$ cat src/rtl/fpcvt_seq_ctrl_if.sv
// fpcvt_seq_ctrl_if: sample-in / float-out valid-ready handshake bundle for fpcvt_seq_ctrl.
interface fpcvt_seq_ctrl_if;
    logic [11:0] in_data;
    logic        in_valid;
    logic        in_ready;
    logic        out_s;
    logic [2:0]  out_e;
    logic [3:0]  out_f;
    logic        out_valid;
    logic        out_ready;

    modport master (
        output in_data, in_valid, out_ready,
        input  in_ready, out_s, out_e, out_f, out_valid
    );

    modport slave (
        input  in_data, in_valid, out_ready,
        output in_ready, out_s, out_e, out_f, out_valid
    );
endinterface

$ cat src/rtl/fpcvt_seq_ctrl.sv
// fpcvt_seq_ctrl: 12-bit two's-complement to 1/3/4 float, one normalisation shift per cycle.
// Define FPCVT_BACK2BACK_EN to let DONE retire a result and accept the next sample on one edge.
module fpcvt_seq_ctrl (
    input  logic            clk,
    input  logic            rst_n,
    fpcvt_seq_ctrl_if.slave bus
);
    typedef enum logic [1:0] {IDLE, NORM, DONE} state_t;
    state_t      state_q, state_d;
    logic        sign_q, sign_d;
    logic [10:0] mag_q, mag_d;
    logic [2:0]  e_q, e_d;
    logic        out_s_q, out_s_d;
    logic [2:0]  out_e_q, out_e_d;
    logic [3:0]  out_f_q, out_f_d;
    logic        out_valid_q, out_valid_d;
    logic [11:0] neg_in;
    logic [10:0] abs_in;
    logic [3:0]  f_c;
    logic        accept;

    assign neg_in = -bus.in_data;
    // -2048 has no 11-bit magnitude, so it clamps to the largest one
    assign abs_in = !bus.in_data[11] ? bus.in_data[10:0] :
                    (bus.in_data == 12'h800) ? 11'h7FF : neg_in[10:0];
    assign f_c    = mag_q[10:7];
`ifdef FPCVT_BACK2BACK_EN
    assign bus.in_ready = rst_n && (state_q == IDLE || (state_q == DONE && bus.out_ready));
`else
    assign bus.in_ready = rst_n && state_q == IDLE;
`endif
    assign accept        = bus.in_valid && bus.in_ready;
    assign bus.out_s     = out_s_q;
    assign bus.out_e     = out_e_q;
    assign bus.out_f     = out_f_q;
    assign bus.out_valid = out_valid_q;

    always_comb begin
        state_d     = state_q;
        sign_d      = sign_q;
        mag_d       = mag_q;
        e_d         = e_q;
        out_s_d     = out_s_q;
        out_e_d     = out_e_q;
        out_f_d     = out_f_q;
        out_valid_d = out_valid_q;
        case (state_q)
            NORM: begin
                if (!mag_q[10] && e_q != 3'd0) begin
                    mag_d = mag_q << 1;
                    e_d   = e_q - 3'd1;
                end else begin
                    out_f_d     = !mag_q[6] ? f_c : (f_c != 4'd15) ? f_c + 4'd1 :
                                  (e_q != 3'd7) ? 4'b1000 : 4'd15;
                    out_e_d     = (mag_q[6] && f_c == 4'd15 && e_q != 3'd7) ? e_q + 3'd1 : e_q;
                    out_s_d     = sign_q;
                    out_valid_d = 1'b1;
                    state_d     = DONE;
                end
            end
            DONE: begin
                if (bus.out_ready) begin
                    out_valid_d = 1'b0;
                    state_d     = IDLE;
                end
            end
            default: ;
        endcase
        if (accept) begin
            sign_d  = bus.in_data[11];
            mag_d   = abs_in;
            e_d     = 3'd7;
            state_d = NORM;
        end
    end

    always_ff @(posedge clk) begin
        if (!rst_n) begin
            state_q     <= IDLE;
            sign_q      <= 1'b0;
            mag_q       <= '0;
            e_q         <= '0;
            out_s_q     <= 1'b0;
            out_e_q     <= '0;
            out_f_q     <= '0;
            out_valid_q <= 1'b0;
        end else begin
            state_q     <= state_d;
            sign_q      <= sign_d;
            mag_q       <= mag_d;
            e_q         <= e_d;
            out_s_q     <= out_s_d;
            out_e_q     <= out_e_d;
            out_f_q     <= out_f_d;
            out_valid_q <= out_valid_d;
        end
    end
endmodule

$ cat src/flat_wrapper.sv
// flat-port wrapper written by rule: the top's interface ports become plain ports
module fpcvt_seq_ctrl_flat 
  (clk, rst_n, bus_in_data, bus_in_valid, bus_out_ready, bus_in_ready, bus_out_s, bus_out_e, bus_out_f, bus_out_valid);
  fpcvt_seq_ctrl_if bus_i ();
  input  logic clk;
  input  logic rst_n;
  input wire logic [$bits(bus_i.in_data)-1:0] bus_in_data;
  input wire logic [$bits(bus_i.in_valid)-1:0] bus_in_valid;
  input wire logic [$bits(bus_i.out_ready)-1:0] bus_out_ready;
  output wire logic [$bits(bus_i.in_ready)-1:0] bus_in_ready;
  output wire logic [$bits(bus_i.out_s)-1:0] bus_out_s;
  output wire logic [$bits(bus_i.out_e)-1:0] bus_out_e;
  output wire logic [$bits(bus_i.out_f)-1:0] bus_out_f;
  output wire logic [$bits(bus_i.out_valid)-1:0] bus_out_valid;
  assign bus_i.in_data = bus_in_data;
  assign bus_i.in_valid = bus_in_valid;
  assign bus_i.out_ready = bus_out_ready;
  assign bus_in_ready = bus_i.in_ready;
  assign bus_out_s = bus_i.out_s;
  assign bus_out_e = bus_i.out_e;
  assign bus_out_f = bus_i.out_f;
  assign bus_out_valid = bus_i.out_valid;
  fpcvt_seq_ctrl u_core (.clk(clk), .rst_n(rst_n), .bus(bus_i));
endmodule
$ cat config.mk
export PLATFORM = sky130hd
export DESIGN_NAME = fpcvt_seq_ctrl_flat
export DESIGN_NICKNAME = d
export VERILOG_FILES = /design/src/rtl/fpcvt_seq_ctrl_if.sv /design/src/rtl/fpcvt_seq_ctrl.sv /design/src/flat_wrapper.sv
export SDC_FILE = /design/constraint.sdc
export NUM_CORES = 1
export LEC_CHECK = 0
export CORE_MARGIN = 2
export CORE_UTILIZATION = 62
export DETAILED_ROUTE_END_ITERATION = 12
export DONT_BUFFER_PORTS = 1
export GPL_ROUTABILITY_DRIVEN = 0
export PLACE_DENSITY = 0.78
export RECOVER_POWER = 25
export SLEW_MARGIN = 40
export SYNTH_ARGS = -nofsm -noshare
export SYNTH_HDL_FRONTEND = slang
export SYNTH_SLANG_ARGS = --single-unit
$ cat constraint.sdc
create_clock -name clk -period 2.4 [get_ports clk]
set_input_delay 0.24 -clock clk [delete_from_list [all_inputs] [get_ports clk]]
set_output_delay 0.24 -clock clk [all_outputs]
set_load 0.01 [all_outputs]
==> run metrics <==
commonest non-fill, non-tap cells in the layout dfxtp_1, a21oi_1, nand2_1; register area share after synthesis 32.53%; Mapped Nets 208; DIE HEIGHT 54.81 microns; Synth Flop Type dfxtp_1; antenna violations before repair 0; wire per inst 15.27 microns; YS warnings 0; CTS buffer count 3; global-route wire length before repair 5112 microns; cts hold-fix bufs 0; Hold Path Sink u_core.sign_q; Synth area leader dfxtp_1; clk slew on worst S/H paths 0.15 ns; CTS tree built; setup TNS 0 ns; syn_area_per_cell 8.604 sq um; row count 18; Clk Latency, worst-skew pair 0.34 ns; crit path DAT 2.17 ns; post-CTS sizing 0; Max Freq 0.5142 GHz; number of max-cap violations 0; DIE WIDTH 54.81 microns; port buffer count 0; Seq cells post-synth 26; Hold Path Depth 2; HPWL after DPL 2430 microns; Synth area leaders dfxtp_1, mux2i_1, a21oi_1; antenna-violating nets left 0; Final Hold Fails 0; initial drt markers 40; via count 1385; Setup Buffers After CTS 0; Max Slew Vio Count 0; RSZ-0062 raised after global routing false; Rel. slew slack 65.55%; crit path max fanout 10; Root Driver clkbuf_4; Final #Nets 205; layout cell share with drive strength beyond 1 11.54%; die area 3004 sq um; routed wire length 3238 microns; Layout area overhead 3.205%; CP Launch Type flop; worst setup path class flop to flop; Final setup viols 0; CP Capture Type flop; Req. time, crit path 2.63 ns; Mapped Cells 186; min-delay src bus_in_data[11]; R2R cell count 7; R2R setup slack 0.46 ns; top-area cell type share of the netlist area 32.53%; FF-to-FF End u_core.mag_q[8]; synth unique cells 48; Peak supply drop 0.3316 mV; largest net degree at the start of global routing 21; Core Footprint 2455 sq um; vias per std cell 6.533; Starting Density 65.19%; Final Power 0.9276 mW; RR Startpoint u_core.e_q[0]; final hold slack 0.01860 ns; # H-tree levels 1; async set-reset flop share out of synthesis 0%; Worst Max-Slew Pin Slew 0.5157 ns; Synth Cell Area 1600 sq um; clk_skew 0.01061 ns; Tmin final 1.945 ns; DRT Pass-1 Iters 4; commonest non-fill, non-tap cell in the layout dfxtp_1; grt ovf 0; status finished, final reports clean; period utilization 81.03%; worst hold path class primary input to flop; Bufs on Longest Clock Path 2; PwrDens 561.6 nW/um^2; Top Ports 26; n_diodes 0; worst setup path startpoint u_core.e_q[0]; EDFF count, synth 0; clock net sink count 26; drt drc 0; global-route usage over all layers 23.58%; Pleak 0.5625 nW; vias in the first global route 1207
==> registers in the layout (all words and copies together), names as in the netlist <==
register              cells
u_core.bus.out_f          4
u_core.sign_q             1
u_core.mag_q             11
u_core.e_q                3
u_core.state_q            2
u_core.bus.out_valid      1
u_core.bus.out_e          3
u_core.bus.out_s          1
==> stage by stage <==
step           area, sq um  cells  utilization [%]  worst slack [ns]
2_1_floorplan         1600    186                -            0.6044
3_3_place_gp          1615    208            65.80            0.5309
3_5_place_dp          1615    208            65.80            0.4704
4_1_cts               1652    212            67.28            0.4470
5_1_grt               1652    212            67.28            0.2569
6_report              1652    212            67.28            0.4554
==> layer usage <==
metal  global-route usage [%]  wire [microns]  up-vias
met5                        0               0        -
met4                    10.00              53        0
met3                    2.459             141        8
met2                    39.88            1511       55
met1                    30.10            1531      631
li1                         -               -      691
==> how the worst max path moves through the flow <==
| stage | to | slack (ns) | cells after the start |
|---|---|---|---|
| final | u_core.mag_q[8] | 0.46 | 7 |
| after global routing | u_core.mag_q[10] | 0.26 | 7 |
| after CTS | u_core.mag_q[10] | 0.45 | 7 |
| after detailed placement | u_core.mag_q[10] | 0.47 | 7 |
| after global placement | u_core.mag_q[8] | 0.53 | 7 |
| after floorplan | u_core.mag_q[8] | 0.60 | 7 |
==> kinds of logic after synthesis <==
logic type | synth area share, %
mux | 7.037
compound gates | 26.66
simple gates | 22.60
xor+xnor | 1.095
fa+ha+maj | 4.691
flops | 32.53
buf+inv | 5.395
==> worst max-delay path, stage by stage, from the launching register on <==
cell,delay [ns]
dfxtp_1,0.44
inv_1,0.09
ha_1,0.19
nor2b_1,0.17
nor3_4,0.36
buf_4,0.26
mux2i_1,0.22
o32ai_1,0.11
==> power breakdown <==
group          switching, mW  total (mW)  internal [mW]
logic                 0.0973       0.185         0.0879
registers             0.0432       0.514          0.471
clock network          0.136       0.229         0.0931
==> cells in the mapped netlist (2+ instances only) <==
master,instances
nand3b_1,3
nor2_1,6
mux2_2,2
clkbuf_1,8
o22ai_1,3
o32ai_1,2
nor3_1,4
nor3b_1,2
a311oi_1,4
nor2b_1,10
a31oi_1,4
a211oi_1,5
inv_1,10
nand3_1,2
buf_2,3
a31o_2,4
o2bb2ai_1,3
xnor2_1,2
a311o_1,3
a21oi_1,16
dfxtp_1,26
nand4_1,4
ha_1,6
nand2b_1,2
mux2i_1,9
nand2_1,12
o21ai_0,10
==> cell type report <==
type | instances | area (sq um)
Inverter | 11 | 41.29
Tap cell | 30 | 37.54
Clock buffer | 4 | 36.28
Fill cell | 212 | 803.3
Timing Repair Buffer | 3 | 22.52
Multi-Input combinational cell | 138 | 993.5
Sequential cell | 26 | 520.5
No activity file was read; power rests on OpenSTA's default activity.
